$ cat src/rtl/dot_matrix_scanner_if.sv
// Signal bundle between the glyph scanner and its environment: control inputs, ROM read port
// and LED matrix drive.
interface dot_matrix_scanner_if;
  logic        i_en;
  logic        i_hold;
  logic [15:0] i_rom_row;
  logic [5:0]  o_rom_addr;
  logic [15:0] o_row_sel;
  logic [15:0] o_col;
  logic [1:0]  o_char_idx;
  logic        o_frame_tick;

  modport master (
    output i_en, i_hold, i_rom_row,
    input  o_rom_addr, o_row_sel, o_col, o_char_idx, o_frame_tick
  );

  modport slave (
    input  i_en, i_hold, i_rom_row,
    output o_rom_addr, o_row_sel, o_col, o_char_idx, o_frame_tick
  );
endinterface

$ cat src/rtl/dot_matrix_scanner.sv
// Row-multiplexed 16x16 LED matrix scanner reading glyph rows from a combinational ROM and
// cycling through NUM_CHARS glyphs, each held for FRAMES_PER_CHAR frames.
module dot_matrix_scanner #(
  parameter int unsigned ROW_DWELL       = 1000,
  parameter int unsigned BLANK_CYCLES    = 2,
  parameter int unsigned FRAMES_PER_CHAR = 50,
  parameter int unsigned NUM_CHARS       = 4
) (
  input  logic                 i_clk,
  input  logic                 i_rst,
  dot_matrix_scanner_if.slave  bus
);

  localparam int unsigned DwW = (ROW_DWELL > 1) ? $clog2(ROW_DWELL) : 1;
  localparam int unsigned BlW = (BLANK_CYCLES > 1) ? $clog2(BLANK_CYCLES) : 1;
  localparam int unsigned FcW = (FRAMES_PER_CHAR > 1) ? $clog2(FRAMES_PER_CHAR) : 1;

  typedef enum logic [2:0] {StIdle, StFetch, StLatch, StShow, StBlank} state_e;

  state_e         state_q;
  logic [3:0]     row_q;
  logic [FcW-1:0] frame_q;
  logic [1:0]     char_q;
  logic [5:0]     addr_q;
  logic [15:0]    row_sel_q;
  logic [15:0]    col_q;
  logic           tick_q;
  logic [DwW-1:0] dwell_q;
  logic [BlW-1:0] blank_q;

  logic [3:0]     row_d;
  logic [FcW-1:0] frame_d;
  logic [1:0]     char_d;
  logic           frame_wrap;
  logic           frame_last;
  logic           dwell_last;
  logic           blank_last;

  // Values applied at the end-of-BLANK advance edge.
  always_comb begin
    row_d      = row_q + 4'd1;
    frame_wrap = (row_q == 4'd15);
    frame_last = (frame_q == FcW'(FRAMES_PER_CHAR - 1));
    dwell_last = (dwell_q == DwW'(ROW_DWELL - 1));
    blank_last = (blank_q == BlW'(BLANK_CYCLES - 1));
    frame_d    = frame_q;
    char_d     = char_q;
    if (frame_wrap) begin
      frame_d = frame_last ? '0 : frame_q + FcW'(1);
      if (frame_last && !bus.i_hold) begin
        char_d = (char_q == 2'(NUM_CHARS - 1)) ? 2'd0 : char_q + 2'd1;
      end
    end
  end

  always_ff @(posedge i_clk) begin
    if (i_rst) begin
      state_q   <= StIdle;
      row_q     <= '0;
      frame_q   <= '0;
      char_q    <= '0;
      addr_q    <= '0;
      row_sel_q <= '0;
      col_q     <= '0;
      tick_q    <= 1'b0;
      dwell_q   <= '0;
      blank_q   <= '0;
    end else if (!bus.i_en) begin
      // Position in the scan (row, frame, glyph) survives a pause.
      state_q   <= StIdle;
      row_sel_q <= '0;
      col_q     <= '0;
      tick_q    <= 1'b0;
      dwell_q   <= '0;
      blank_q   <= '0;
    end else begin
      tick_q <= 1'b0;
      unique case (state_q)
        StIdle: begin
          state_q <= StFetch;
          addr_q  <= {char_q, row_q};
        end
        StFetch: begin
          state_q <= StLatch;
        end
        StLatch: begin
          // ROM address is still held, so the row word is captured straight into the column drive.
          state_q   <= StShow;
          row_sel_q <= 16'd1 << row_q;
          col_q     <= bus.i_rom_row;
          dwell_q   <= '0;
        end
        StShow: begin
          if (dwell_last) begin
            state_q   <= StBlank;
            row_sel_q <= '0;
            col_q     <= '0;
            blank_q   <= '0;
          end else begin
            dwell_q <= dwell_q + DwW'(1);
          end
        end
        StBlank: begin
          if (blank_last) begin
            state_q <= StFetch;
            row_q   <= row_d;
            frame_q <= frame_d;
            char_q  <= char_d;
            addr_q  <= {char_d, row_d};
            tick_q  <= frame_wrap;
          end else begin
            blank_q <= blank_q + BlW'(1);
          end
        end
        default: state_q <= StIdle;
      endcase
    end
  end

  assign bus.o_rom_addr   = addr_q;
  assign bus.o_row_sel    = row_sel_q;
  assign bus.o_col        = col_q;
  assign bus.o_char_idx   = char_q;
  assign bus.o_frame_tick = tick_q;

endmodule

$ cat src/flat_wrapper.sv
// flat-port wrapper written by rule: the top's interface ports become plain ports
module dot_matrix_scanner_flat 
#(
  parameter int unsigned ROW_DWELL       = 1000,
  parameter int unsigned BLANK_CYCLES    = 2,
  parameter int unsigned FRAMES_PER_CHAR = 50,
  parameter int unsigned NUM_CHARS       = 4
)
  (i_clk, i_rst, bus_i_en, bus_i_hold, bus_i_rom_row, bus_o_rom_addr, bus_o_row_sel, bus_o_col, bus_o_char_idx, bus_o_frame_tick);
  dot_matrix_scanner_if bus_i ();
  input  logic i_clk;
  input  logic i_rst;
  input wire logic [$bits(bus_i.i_en)-1:0] bus_i_en;
  input wire logic [$bits(bus_i.i_hold)-1:0] bus_i_hold;
  input wire logic [$bits(bus_i.i_rom_row)-1:0] bus_i_rom_row;
  output wire logic [$bits(bus_i.o_rom_addr)-1:0] bus_o_rom_addr;
  output wire logic [$bits(bus_i.o_row_sel)-1:0] bus_o_row_sel;
  output wire logic [$bits(bus_i.o_col)-1:0] bus_o_col;
  output wire logic [$bits(bus_i.o_char_idx)-1:0] bus_o_char_idx;
  output wire logic [$bits(bus_i.o_frame_tick)-1:0] bus_o_frame_tick;
  assign bus_i.i_en = bus_i_en;
  assign bus_i.i_hold = bus_i_hold;
  assign bus_i.i_rom_row = bus_i_rom_row;
  assign bus_o_rom_addr = bus_i.o_rom_addr;
  assign bus_o_row_sel = bus_i.o_row_sel;
  assign bus_o_col = bus_i.o_col;
  assign bus_o_char_idx = bus_i.o_char_idx;
  assign bus_o_frame_tick = bus_i.o_frame_tick;
  dot_matrix_scanner #(.ROW_DWELL(ROW_DWELL), .BLANK_CYCLES(BLANK_CYCLES), .FRAMES_PER_CHAR(FRAMES_PER_CHAR), .NUM_CHARS(NUM_CHARS)) u_core (.i_clk(i_clk), .i_rst(i_rst), .bus(bus_i));
endmodule
$ cat config.mk
export PLATFORM = sky130hd
export DESIGN_NAME = dot_matrix_scanner_flat
export DESIGN_NICKNAME = d
export VERILOG_FILES = /design/src/rtl/dot_matrix_scanner_if.sv /design/src/rtl/dot_matrix_scanner.sv /design/src/flat_wrapper.sv
export SDC_FILE = /design/constraint.sdc
export NUM_CORES = 1
export LEC_CHECK = 0
export BUFFER_PORTS_ARGS = -buffer_cell sky130_fd_sc_hd__buf_2
export CAP_MARGIN = 20
export CORE_UTILIZATION = 25
export DETAILED_ROUTE_END_ITERATION = 16
export GPL_ROUTABILITY_DRIVEN = 0
export SLEW_MARGIN = 15
export SYNTH_ARGS = -nofsm -noshare
export SYNTH_HDL_FRONTEND = slang
export SYNTH_SLANG_ARGS = --single-unit
$ cat constraint.sdc
create_clock -name i_clk -period 2 [get_ports i_clk]
set_clock_uncertainty 0.1 [all_clocks]
set_input_delay 0.2 -clock i_clk [delete_from_list [all_inputs] [get_ports i_clk]]
set_output_delay 0.2 -clock i_clk [all_outputs]
set_load 0.02 [all_outputs]
After elaboration in Yosys (flattened, before gate mapping)
Index checks and enable logic that the tools add are counted.
{"block": "op_classes", "addsub": 5, "shifts": 1, "eq_ne": 11, "bitwise": 3, "muxes": 17, "n_reduce_logical": 15}
{"operator": "16-bit case mux with 2 select lines", "n": 2}
{"operator": "10-bit case mux with 2 select lines", "n": 1}
{"operator": "16-bit two-way mux", "n": 1}
{"operator": "1-bit by 4-bit << shifter with 16-bit output (first input constant)", "n": 1}
{"operator": "3-bit case mux with 5 select lines", "n": 1}
{"operator": "6-bit two-way mux", "n": 2}
{"operator": "6-bit case mux with 2 select lines", "n": 1}
{"operator": "10-bit by 1-bit adder with 10-bit output (second input constant)", "n": 1}
{"operator": "10-bit == test (second input constant)", "n": 1}
{"operator": "10-bit two-way mux", "n": 1}
{"operator": "2-bit AND reduction", "n": 4}
{"operator": "6-bit by 1-bit adder with 6-bit output (second input constant)", "n": 1}
{"operator": "3-bit by 2-bit == test with 1-bit output (second input constant)", "n": 2}
{"operator": "6-bit == test (second input constant)", "n": 1}
{"operator": "2-bit two-way mux", "n": 3}
{"operator": "3-bit two-way mux", "n": 2}
{"operator": "3-bit AND reduction", "n": 2}
{"operator": "2-bit nonzero test", "n": 3}
{"operator": "4-bit by 1-bit adder with 4-bit output (second input constant)", "n": 1}
{"operator": "4-bit == test (second input constant)", "n": 1}
{"operator": "2-bit by 1-bit inequality test with 1-bit output (second input constant)", "n": 2}
{"operator": "4-bit AND reduction", "n": 1}
{"operator": "4-bit OR reduction", "n": 1}
{"operator": "3-bit by 1-bit == test with 1-bit output (second input constant)", "n": 1}
{"operator": "12 further kinds", "n": 15}
{"block": "totals", "output_inout_bits": 41, "word_cells": 62, "ff_bits": 65}

Logic depth before layout (Yosys ltp)
Gate-level depths: netlist of run 1.
{"block": "depth", "word_depth": 6, "ltp_mapped": 7, "depth_no_buf": 6}

Worst setup path before layout of run 1
OpenSTA, ideal clock, no wires.
{"block": "synth_path", "path_type": "flip-flop to flip-flop", "from": "reg u_core.dwell_q[0]", "to": "reg u_core.row_sel_q[0] (netlist: u_core.bus.o_row_sel[0])", "stages_incl_launch_ff": 7, "path_buffers": 1, "slack_ns": 0.245, "arrival_ns": 1.539, "cell_sequence": "dfxtp_1 > ha_1 > nand2_1 > nor4_4 > o22ai_4 > buf_6 > a22o_1"}
{"block": "synth_via", "elab_chain_cells": 3}
{"element": "start: declaration", "line": "dot_matrix_scanner.sv:28", "rtl": "logic [DwW-1:0] dwell_q;"}
{"element": "start signal: assignment", "line": "dot_matrix_scanner.sv:100", "rtl": "dwell_q <= dwell_q + DwW'(1);"}
{"element": "10-bit == test", "line": "dot_matrix_scanner.sv:44", "rtl": "dwell_last = (dwell_q == DwW'(ROW_DWELL - 1));"}
{"element": "2-bit by 1-bit inequality test with 1-bit output (no source line)"}
{"element": "2-bit AND reduction (no source line)"}
{"element": "end signal: assignment", "line": "dot_matrix_scanner.sv:89", "rtl": "row_sel_q <= 16'd1 << row_q;"}
{"element": "end: declaration", "line": "dot_matrix_scanner.sv:25", "rtl": "logic [15:0] row_sel_q;"}
Every way passes these cells.
A chain may end at the register's enable or synchronous reset.

Worst setup path after layout of run 1
{"block": "layout_path", "from": "reg u_core.row_q[0]", "to": "reg u_core.frame_q[1]"}
{"block": "layout_via", "elab_chain_cells": 2}
{"element": "start: declaration", "line": "dot_matrix_scanner.sv:21", "rtl": "logic [3:0] row_q;"}
{"element": "start signal: assignment", "line": "dot_matrix_scanner.sv:106", "rtl": "row_q <= row_d;"}
{"element": "4-bit == test", "line": "dot_matrix_scanner.sv:42", "rtl": "frame_wrap = (row_q == 4'd15);"}
{"element": "4-bit AND reduction (no source line)"}
{"element": "end signal: assignment", "line": "dot_matrix_scanner.sv:107", "rtl": "frame_q <= frame_d;"}
{"element": "end: declaration", "line": "dot_matrix_scanner.sv:22", "rtl": "logic [FcW-1:0] frame_q;"}
Every way passes these cells.

==> reports/qor.csv, run 1 <==
stage,metric,value,unit
logic_synthesis,synth-edff-count,0,
logic_synthesis,synth_top_area_share,46.7,%
power_and_ir_drop,power,2.45,mW
sta,max_freq,0.550,GHz
sta,slew_headroom,66.4,%
run,maxCapViolations,0,
die,ios,61,
logic_synthesis,syn_area_per_cell,9.85,sq um
detailed_routing,ant_nets,0,
power_and_ir_drop,max-vdd-ir-drop,0.271,mV
grt,grt-ovfl-total,0,
clock_network,cts_buffer_depth,2,
logic_synthesis,yosys.area_share.adder,4.49,%
grt,grt_max_degree,33,
placement,hpwlAfterDp,4830,um
detailed_routing,wl_per_cell,13.4,um
sta,min_period,1.82,ns
finish,num_antenna_cells,0,
logic_synthesis,synth_xor_area_share,3.77,%
logic_synthesis,synth_simple_gate_area_share,21.4,%
logic_synthesis,synthMuxAreaShare,0.359,%
critical_path,timing.rr.start,u_core.row_q[0],
detailed_routing,post-route-drc-count,0,
sta,tightest_slew,0.501,ns
logic_synthesis,netlist_area,0.00279,sq mm
detailed_routing,drt_iter0_drc,163,
die,die-area,0.0116,sq mm
logic_synthesis,ys_warn_count,0,
sta,slew_viol_final,0,
sta,hold_slack,0.254,ns
logic_synthesis,yosys.area.top_type,dfxtp_1,
grt,antenna_found_initial,0,
power_and_ir_drop,power_frac_comb,5.7,%
logic_synthesis,ys_async_sr_fraction,0,%
sta,finalHoldViolCount,0,
grt,first_global_vias,2292,
logic_synthesis,synthFlopType,dfxtp_1,
die,initial_utilization,25.7,%
power_and_ir_drop,p_switching,0.582,mW
clock_network,path_clk_slew,0.07,ns
die,fp.dieH,108,um
power_and_ir_drop,internal_power,1.87,mW
power_and_ir_drop,p_leak,1.51,nW
clock_network,clock_sinks,65,
clock_network,cts_tree,yes,
logic_synthesis,synth_top_family_by_area,simple AND/OR/NAND/NOR gates,
sta,setup_viol,0,
logic_synthesis,synth_cell_type_count,49,
critical_path,worstPathArrival,1.99,ns
detailed_routing,drt_first_pass_iters,4,
die,die_w,108,um
critical_path,crit_required,2.17,ns
grt,grt_pass1_wl,11000,um
logic_synthesis,synth-compound-area-share,18.8,%
placement,io_buffers,60,
finish,finalCoreUtilization,33.4,%
min_path,min_path_type,input pin to flip-flop,
finish,final_cell_area,0.00362,sq mm
logic_synthesis,synth_nets,313,
finish,final_net_count,397,
critical_path,end_kind,flip-flop,
finish,area_growth,29.7,%
logic_synthesis,yosysSeqAreaShare,46.7,%
die,rows,38,
critical_path,cp_max_fo,5,
clock_network,root_buffer,clkbuf_8,
logic_synthesis,synthTopCellsByArea,"dfxtp_1 (47%), a22o_1 (7.5%), ha_1 (4.5%), a32o_1 (3.2%), nor2_1 (3.0%)",
detailed_routing,wirelength,6830,um
critical_path,crit_type,flip-flop to flip-flop,
min_path,hold_start,i_rst,
clock_network,cts-htree-levels,3,
logic_synthesis,synth_commonest_cells,"dfxtp_1 (65), a22o_1 (24), nor2_1 (22), nand2_1 (15)",
power_and_ir_drop,swShare,23.8,%
sta,fin_tns_setup,0,ns
placement,place_inst,479,
placement,place_ws,0.153,ns
power_and_ir_drop,seqPwrFrac,53.5,%
die,coreArea,0.0108,sq mm
placement,place_area,0.00328,sq mm
detailed_routing,viasPerCell,4.72,
logic_synthesis,yosysMostFrequentCell,dfxtp_1,
power_and_ir_drop,powerDensity,677,mW/mm^2
power_and_ir_drop,pwr-share-clk,40.7,%
critical_path,critPathLaunch,u_core.row_q[0],
logic_synthesis,ys_seq_elements,65,
grt,grt_usage,12.0,%
critical_path,crit_path_start_kind,flip-flop,
sta,rsz0062_at_grt,false,
outcome,status,finished clean,
finish,final_cells,510,
clock_network,clk_latency,0.34,ns
sta,worst_slack,0.183,ns
detailed_routing,vias,2408,
finish,drive_above_1_share,25.7,%
clock_network,cts_buffers,9,
logic_synthesis,syn_inst,283,
sta,layout_worst_path_cycle_share,90.8,%
-- path summary, 6_finish.rpt --
check,to,slack (ns),cells past startpoint
setup reg to reg,u_core.frame_q[1],0.18,5
hold / removal,u_core.row_q[3],0.25,3
hold reg to reg,u_core.bus.o_row_sel[5],0.37,1
setup / recovery,u_core.frame_q[1],0.18,5
-- area by class of cell --
cell class | instances | area [sq um]
Fill cell | 1125 | 7220
Clock buffer | 11 | 151
Timing Repair Buffer | 89 | 571
Inverter | 9 | 33.8
Sequential cell | 65 | 1300
Tap cell | 140 | 175
Multi-Input combinational cell | 193 | 1370
Clock inverter | 3 | 17.5
-- kinds of logic (layout without fill, tap and decap cells) --
| logic type | Yosys count | after routing |
|---|---|---|
| fa+ha+maj | 10 | 10 |
| simple gates | 104 | 104 |
| xor+xnor | 12 | 12 |
| buf+inv | 25 | 112 |
| compound gates | 66 | 66 |
| mux | 1 | 1 |
| flops | 65 | 65 |
-- flip-flops by register name (all words and copies together), names as in the netlist, 2 cells and up --
register / count
u_core.bus.o_col: 16
u_core.frame_q: 6
u_core.bus.o_row_sel: 16
u_core.bus.o_rom_addr: 6
u_core.dwell_q: 10
u_core.state_q: 3
u_core.bus.o_char_idx: 2
u_core.row_q: 4
-- power groups by stage --
stage / Combinational (mW) / Clock (mW) / Sequential (mW)
floorplan: 0.0674 / 0 / 1.34
global placement: 0.114 / 0 / 1.34
detailed placement: 0.116 / 0 / 1.34
CTS: 0.141 / 1.04 / 1.31
global route: 0.152 / 1.09 / 1.31
finish: 0.141 / 0.998 / 1.31
-- worst max-delay path, cell delays in order, from the launching register on --
cell      delay (ns)
dfxtp_1         0.41
ha_2            0.24
nand4b_1        0.20
or2_1           0.31
or3_1           0.35
a21oi_1         0.14
-- repair_timing --
action	in CTS	in global routing
endpoints found under the setup margin	0	1
endpoints found under the hold margin	16	0
hold buffers	16	0
setup buffers	0	1
gates resized for setup	0	1
-- cell usage in the layout (no fill, tap or decap), types with 2 or more instances in the layout --
| cell | n |
|---|---|
| and2_1 | 3 |
| dlygate4sd3_1 | 16 |
| nor2_1 | 22 |
| nor3_1 | 5 |
| nand3b_1 | 2 |
| buf_4 | 12 |
| xor2_1 | 4 |
| a211oi_1 | 2 |
| a32o_1 | 9 |
| clkinv_2 | 2 |
| or3_1 | 3 |
| xnor2_1 | 8 |
| nor2b_1 | 6 |
| ha_1 | 9 |
| a22o_1 | 24 |
| a31oi_1 | 2 |
| inv_1 | 9 |
| o211ai_1 | 3 |
| o21ai_0 | 5 |
| clkbuf_8 | 11 |
| nand3_1 | 9 |
| dfxtp_1 | 65 |
| nand4_1 | 8 |
| and4b_1 | 3 |
| nand4b_1 | 3 |
| o41ai_1 | 2 |
| o21ai_1 | 2 |
| and3_1 | 6 |
| nand2_1 | 15 |
| nand2b_1 | 8 |
| nor4_1 | 2 |
| buf_2 | 60 |
| a21oi_1 | 10 |
-- metal layers --
layer | GRT usage [%] | wire length, um
met3 | 5.15 | 498
met1 | 15.3 | 3350
met4 | 2.84 | 38
met5 | 0 | 0
met2 | 18.6 | 2950
No activity file was read; power rests on OpenSTA's default activity.
==> inputs of run 2 (changes only) <==
--- a/config.mk
+++ b/config.mk
@@ -11,4 +11,5 @@
 export DETAILED_ROUTE_END_ITERATION = 16
 export GPL_ROUTABILITY_DRIVEN = 0
+export HOLD_SLACK_MARGIN = 0.02
 export SLEW_MARGIN = 15
 export SYNTH_ARGS = -nofsm -noshare
==> constraint.sdc (replaced) <==
create_clock -name i_clk -period 2 [get_ports i_clk]
set_clock_uncertainty 0.1 [all_clocks]
set_input_delay 0.4 -clock i_clk [delete_from_list [all_inputs] [get_ports i_clk]]
set_output_delay 0.4 -clock i_clk [all_outputs]
set_load 0.02 [all_outputs]
==> reports/qor.csv, run 2 (synthesized netlist as in run 1, its figures left out) <==
stage,metric,value,unit,change
sta,fin_tns_setup,0,ns,unchanged
run,maxCapViolations,0,,unchanged
clock_network,ctsResizeCount,0,,unchanged
detailed_routing,drt_first_pass_iters,4,,unchanged
clock_network,cts_buffer_depth,2,,unchanged
clock_network,clock_sinks,65,,unchanged
outcome,status,finished clean,,
sta,hold_slack,0.158,ns,-0.0958 ns
finish,final_common_cell,dfxtp_1,,
clock_network,cts_tree,yes,,
sta,slew_viol_final,0,,unchanged
clock_network,path_clk_slew,0.07,ns,about the same
placement,place_inst,478,,-0.21%
grt,antenna_found_initial,0,,unchanged
sta,slew_headroom,66.1,%,-0.24 points
critical_path,cp_cell_sequence,nand4b_1 -> or2_1 -> or3_1 -> a21oi_1,,
sta,min_period,1.82,ns,+0.00706 ns
min_path,min_path_type,input pin to flip-flop,,
finish,final_cells,496,,-2.7%
detailed_routing,wirelength,6480,um,-5.1%
grt,grt_max_degree,33,,unchanged
die,die_w,108,um,unchanged
power_and_ir_drop,powerDensity,721,mW/mm^2,+6.5%
sta,max_freq,0.548,GHz,-0.39%
die,initial_utilization,25.7,%,unchanged
sta,finalHoldViolCount,0,,unchanged
power_and_ir_drop,max-vdd-ir-drop,0.239,mV,-12%
sta,layout_worst_path_cycle_share,91.2,%,+0.35 points
detailed_routing,post-route-drc-count,0,,unchanged
grt,first_global_vias,2187,,-4.6%
critical_path,end_kind,flip-flop,,
clock_network,cts_buffers,9,,unchanged
detailed_routing,ant_nets,0,,unchanged
placement,hpwlAfterDp,4730,um,-2.0%
clock_network,clk_latency,0.34,ns,about the same
clock_network,cts-htree-levels,3,,unchanged
detailed_routing,vias,2349,,-2.5%
sta,rsz0062_at_grt,false,,
sta,setup_viol,0,,unchanged
detailed_routing,viasPerCell,4.74,,+0.30%
critical_path,crit_slowest_cell,dfxtp_1,,
detailed_routing,drt_iter0_drc,205,,+26%
critical_path,crit_type,flip-flop to flip-flop,,
power_and_ir_drop,power,2.50,mW,+2.2%
critical_path,slowest_delay,0.44,ns,+0.03 ns
critical_path,crit_path_start_kind,flip-flop,,
finish,drive_above_1_share,26.7,%,+1.0 points
clock_network,holdBufCountCts,0,,-16
die,coreArea,0.0108,sq mm,unchanged
grt,grt_usage,11.8,%,-0.27 points
sta,tightest_slew,0.504,ns,+0.00362 ns
critical_path,cp_max_fo,11,,+6
clock_network,root_buffer,clkbuf_8,,
grt,grt_pass1_wl,10600,um,-3.9%
placement,io_buffers,60,,unchanged
finish,final_cell_mix,"dfxtp_1 (65), buf_2 (60), a22o_1 (24)",,
die,ios,61,,unchanged
finish,num_antenna_cells,0,,unchanged
finish,final_net_count,381,,-4.0%
finish,area_growth,24.5,%,
die,fp.dieH,108,um,unchanged
die,die-area,0.0116,sq mm,unchanged
critical_path,worstPathArrival,2.00,ns,about the same
die,rows,38,,unchanged
finish,finalCoreUtilization,32.0,%,-1.3 points
power_and_ir_drop,p_leak,1.46,nW,-3.5%
grt,grt-ovfl-total,0,,unchanged
critical_path,crit_required,2.18,ns,about the same
detailed_routing,wl_per_cell,13.1,um,-2.4%
run 2: cell types whose count changed in the layout (fill, tap and decap cells not counted), sizes merged:
cell and change:
clkinvlp -1, bufinv +1, clkbuf -1, dlygate4sd3 -16, clkinv +3
run 2: timing repair:
action / in CTS / in global routing
buffers inserted: 0 / 2
endpoints found under the setup margin: 0 / 1
endpoints found under the hold margin: 0 / 0
run 2: worst paths after layout:
kind	start	to	slack [ns]	depth (start not counted)
setup / recovery	u_core.state_q[1]	u_core.frame_q[1]	0.18	4
hold reg to reg	u_core.bus.o_row_sel[5]	u_core.bus.o_row_sel[5]	0.37	1
hold / removal	bus_i_rom_row[3]	u_core.bus.o_col[3]	0.16	2
setup reg to reg	u_core.state_q[1]	u_core.frame_q[1]	0.18	4
run 2: critical path, delay by kind of cell (launching register included):
family           cells  cell delay (ns)
AND/OR/NAND/NOR      3             1.08
AO/OA/AOI/OAI        1             0.14
flip-flops           1             0.44
run 2: power breakdown:
| group | switching (mW) | internal (mW) | leakage [nW] |
|---|---|---|---|
| sequential | 0.00699 | 1.30 | 0.524 |
| combinational | 0.0716 | 0.0450 | 0.837 |
| clock | 0.509 | 0.569 | 0.0998 |
run 2: per-layer routing:
layer  up-vias  track usage (%)  share of wire (%)
li1       1174                -                  -
met1      1089             15.4                 50
met2        76             16.9                 41
met3        10             4.30                6.8
met4         0             5.48                1.7
met5         -                0                  0
run 2: area by class of cell:
| cell class | instances | area, sq um |
|---|---|---|
| Sequential cell | 65 | 1300 |
| Clock buffer | 10 | 128 |
| Inverter | 9 | 33.8 |
| Multi-Input combinational cell | 193 | 1370 |
| Timing Repair Buffer | 73 | 410 |
| Clock inverter | 6 | 58.8 |
| Fill cell | 1124 | 7370 |
| Tap cell | 140 | 175 |
run 2: through the flow:
stage	setup WS, ns	instance area, sq um
finish	0.176	3470
global route	0.0706	3470
CTS	0.112	3460
detailed placement	0.137	3270
global placement	0.219	3270
floorplan	0.245	2790
==> inputs of run 3 (changes only) <==
ABC_AREA = 1   (was default)
CORE_MARGIN = 2   (was default)
==> reports/qor.csv, run 3 <==
stage,metric,value,unit,change
clock_network,clock_sinks,65,,unchanged
grt,grt-ovfl-total,0,,unchanged
clock_network,ctsResizeCount,0,,unchanged
finish,final_net_count,502,,+32%
sta,finalHoldViolCount,0,,unchanged
detailed_routing,viasPerCell,4.51,,-4.8%
placement,io_buffers,60,,unchanged
finish,area_growth,24.2,%,
die,die-area,0.0131,sq mm,+13%
critical_path,regToRegSetupSlack,0.21,ns,+0.03 ns
sta,tightest_slew,0.448,ns,-0.0565 ns
logic_synthesis,ys_seq_elements,65,,unchanged
logic_synthesis,synthFlopType,dfxtp_1,,
logic_synthesis,synth-edff-count,0,,unchanged
logic_synthesis,yosysSeqAreaShare,42.6,%,-4.0 points
grt,antenna_found_initial,0,,unchanged
die,coreArea,0.0120,sq mm,+10%
clock_network,cts_buffer_depth,2,,unchanged
detailed_routing,ant_nets,0,,unchanged
finish,final_cells,623,,+26%
sta,slew_viol_final,0,,unchanged
critical_path,crit_slowest_cell,dfxtp_1,,
min_path,min_path_type,input pin to flip-flop,,
min_path,hold-path-cell-count,3,,+1
sta,fin_tns_setup,0,ns,unchanged
logic_synthesis,syn_area_per_cell,7.45,sq um,-24%
sta,slew_headroom,70.1,%,+3.9 points
min_path,min_to,u_core.bus.o_col[0],,
logic_synthesis,yosysMostFrequentCell,nand2_1,,
critical_path,crit_path_start_kind,flip-flop,,
finish,final_cell_mix,"nand2_1 (77), dfxtp_1 (65), buf_2 (60)",,
detailed_routing,wirelength,7380,um,+14%
critical_path,worstPathArrival,1.89,ns,-0.11 ns
clock_network,root_buffer,clkbuf_16,,
finish,finalCoreUtilization,31.7,%,-0.34 points
logic_synthesis,netlist_area,0.00305,sq mm,+9.5%
logic_synthesis,synthTopCellsByArea,"dfxtp_1 (43%), nand2_1 (9.5%), a21oi_1 (8.0%), nand3_1 (7.0%), o21ai_0 (5.7%)",,
logic_synthesis,syn_inst,410,,+45%
critical_path,end_kind,flip-flop,,
detailed_routing,maxUsedRoutingLayer,met4,,
critical_path,r2r_end,u_core.dwell_q[9],,
logic_synthesis,ys_warn_count,0,,unchanged
power_and_ir_drop,powerDensity,797,mW/mm^2,+11%
sta,rsz0062_at_grt,false,,
finish,num_antenna_cells,0,,unchanged
critical_path,crit_required,2.10,ns,-0.08 ns
sta,layout_worst_path_cycle_share,89.4,%,-1.7 points
logic_synthesis,ys_async_sr_fraction,0,%,unchanged
detailed_routing,drt_iter0_drc,133,,-35%
critical_path,critical-path-top-delay-family,simple AND/OR/NAND/NOR gates,,
power_and_ir_drop,max-vdd-ir-drop,0.368,mV,+54%
critical_path,cp_cell_sequence,ha_1 -> nand2_1 -> nor2_2 -> nand3_1 -> nand2_2 -> nand2_2 -> inv_2 -> nor2_1 -> nor2_1 -> nor2_1,,
critical_path,slowest_delay,0.37,ns,-0.07 ns
critical_path,timing.rr.start,u_core.dwell_q[1],,
logic_synthesis,yosys.area.top_type,dfxtp_1,,
detailed_routing,post-route-drc-count,0,,unchanged
clock_network,cts-htree-levels,3,,unchanged
power_and_ir_drop,power,3.02,mW,+21%
detailed_routing,vias,2808,,+20%
grt,first_global_vias,2701,,+24%
logic_synthesis,synth_nets,440,,+41%
sta,min_period,1.79,ns,-0.0350 ns
die,initial_utilization,25.5,%,-0.20 points
critical_path,path_buf_inv,1,,+1
die,die_w,115,um,+6.4%
critical_path,cp_max_fo,11,,unchanged
die,rows,40,,+5.3%
logic_synthesis,synth_commonest_cells,"nand2_1 (77), dfxtp_1 (65), a21oi_1 (49), nand3_1 (43), nor2_1 (37)",,
placement,hpwlAfterDp,5420,um,+15%
sta,setup_viol,0,,unchanged
clock_network,cts_tree,yes,,
clock_network,holdBufCountCts,0,,unchanged
outcome,status,finished clean,,
detailed_routing,wl_met1,3570,um,+9.8%
finish,drive_above_1_share,20.6,%,-6.1 points
detailed_routing,dr_wl_met3,443,um,-0.23%
run,maxCapViolations,0,,unchanged
critical_path,worst_r2r_path_depth,10,,+6
grt,grt_max_degree,33,,unchanged
die,ios,61,,unchanged
power_and_ir_drop,p_leak,1.62,nW,+11%
clock_network,path_clk_slew,0.05,ns,-0.02 ns
die,fp.dieH,115,um,+6.4%
finish,final_common_cell,nand2_1,,
clock_network,cts_post_setup_buffers_inserted,0,,unchanged
detailed_routing,wl_per_cell,11.8,um,-9.3%
logic_synthesis,synth_cell_type_count,26,,-47%
min_path,hold_start,bus_i_rom_row[0],,
logic_synthesis,synth_top_area_share,42.6,%,-4.0 points
detailed_routing,wl_met2,3270,um,+22%
grt,grt_usage,11.8,%,+0.075 points
critical_path,crit_top_cell,nor2_1,,
clock_network,cts_buffers,9,,unchanged
detailed_routing,drt_first_pass_iters,4,,unchanged
critical_path,crit_type,flip-flop to flip-flop,,
sta,max_freq,0.559,GHz,+2.0%
grt,grt_pass1_wl,12300,um,+16%
clock_network,clk_latency,0.32,ns,-0.02 ns
sta,hold_slack,0.224,ns,+0.0655 ns
placement,place_inst,608,,+27%
run 3: cell count changes in the layout (fill, tap and decap cells not counted), sizes merged, moves of 6 or more:
cell / delta
xnor2: -8
a22o: -24
a21oi: +39
nand3: +35
and3: -7
nor2: +19
inv: +32
a32o: -9
nand2: +66
nand2b: -8
o21a: +9
nor2b: -6
o21ai: +28
run 3: cell families (layout without fill, tap and decap cells):
kind of cell | count (synthesis) | in the layout | share of synthesized area [%]
fa+ha+maj | 10 | 10 | 4.10
simple gates | 177 | 177 | 27.0
buf+inv | 58 | 124 | 8.36
compound gates | 95 | 95 | 16.5
xor+xnor | 5 | 5 | 1.43
flops | 65 | 65 | 42.6
run 3: routing by layer:
layer,up-vias,track usage [%]
li1,1476,-
met1,1263,14.9
met2,63,18.1
met3,6,4.13
met4,0,5.61
met5,-,0
run 3: how the worst max path moves through the flow:
stage	cells past startpoint	start	slack (ns)	to
2_1_floorplan	8	u_core.dwell_q[0]	0.38	u_core.bus.o_row_sel[5]
3_3_place_gp	10	u_core.dwell_q[1]	0.27	u_core.dwell_q[9]
3_5_place_dp	10	u_core.dwell_q[1]	0.23	u_core.dwell_q[9]
4_1_cts	10	u_core.dwell_q[1]	0.22	u_core.dwell_q[9]
5_1_grt	10	u_core.dwell_q[1]	0.03	u_core.dwell_q[9]
6_report	10	u_core.dwell_q[1]	0.21	u_core.dwell_q[9]
run 3: area by class of cell:
cell class / instances / area [sq um]
fill: 1257 / 8170
inverter: 41 / 154
clock inverter: 3 / 40.0
multi-input combinational: 287 / 1500
sequential: 65 / 1300
timing repair buffer: 68 / 360
clock buffer: 12 / 256
tap: 147 / 184
run 3: power breakdown:
group | internal, mW | switching, mW | total [mW]
clock network | 1.02 | 0.533 | 1.55
registers | 1.31 | 0.00807 | 1.32
logic | 0.0488 | 0.0995 | 0.148
total | 2.38 | 0.640 | 3.02
run 3: worst reg2reg max path, cell delays in order, from the launching register on:
cell and delay, ns:
dfxtp_1 0.37, ha_1 0.21, nand2_1 0.09, nor2_2 0.16, nand3_1 0.11, nand2_2 0.11, nand2_2 0.16, inv_2 0.16
nor2_1 0.06, nor2_1 0.09, nor2_1 0.04
run 3: metrics by stage:
stage	setup slack (ns)	area (sq um)
final	0.211	3790
after global routing	0.0284	3790
after CTS	0.216	3790
after detailed placement	0.226	3500
after global placement	0.274	3500
after floorplan	0.385	3050
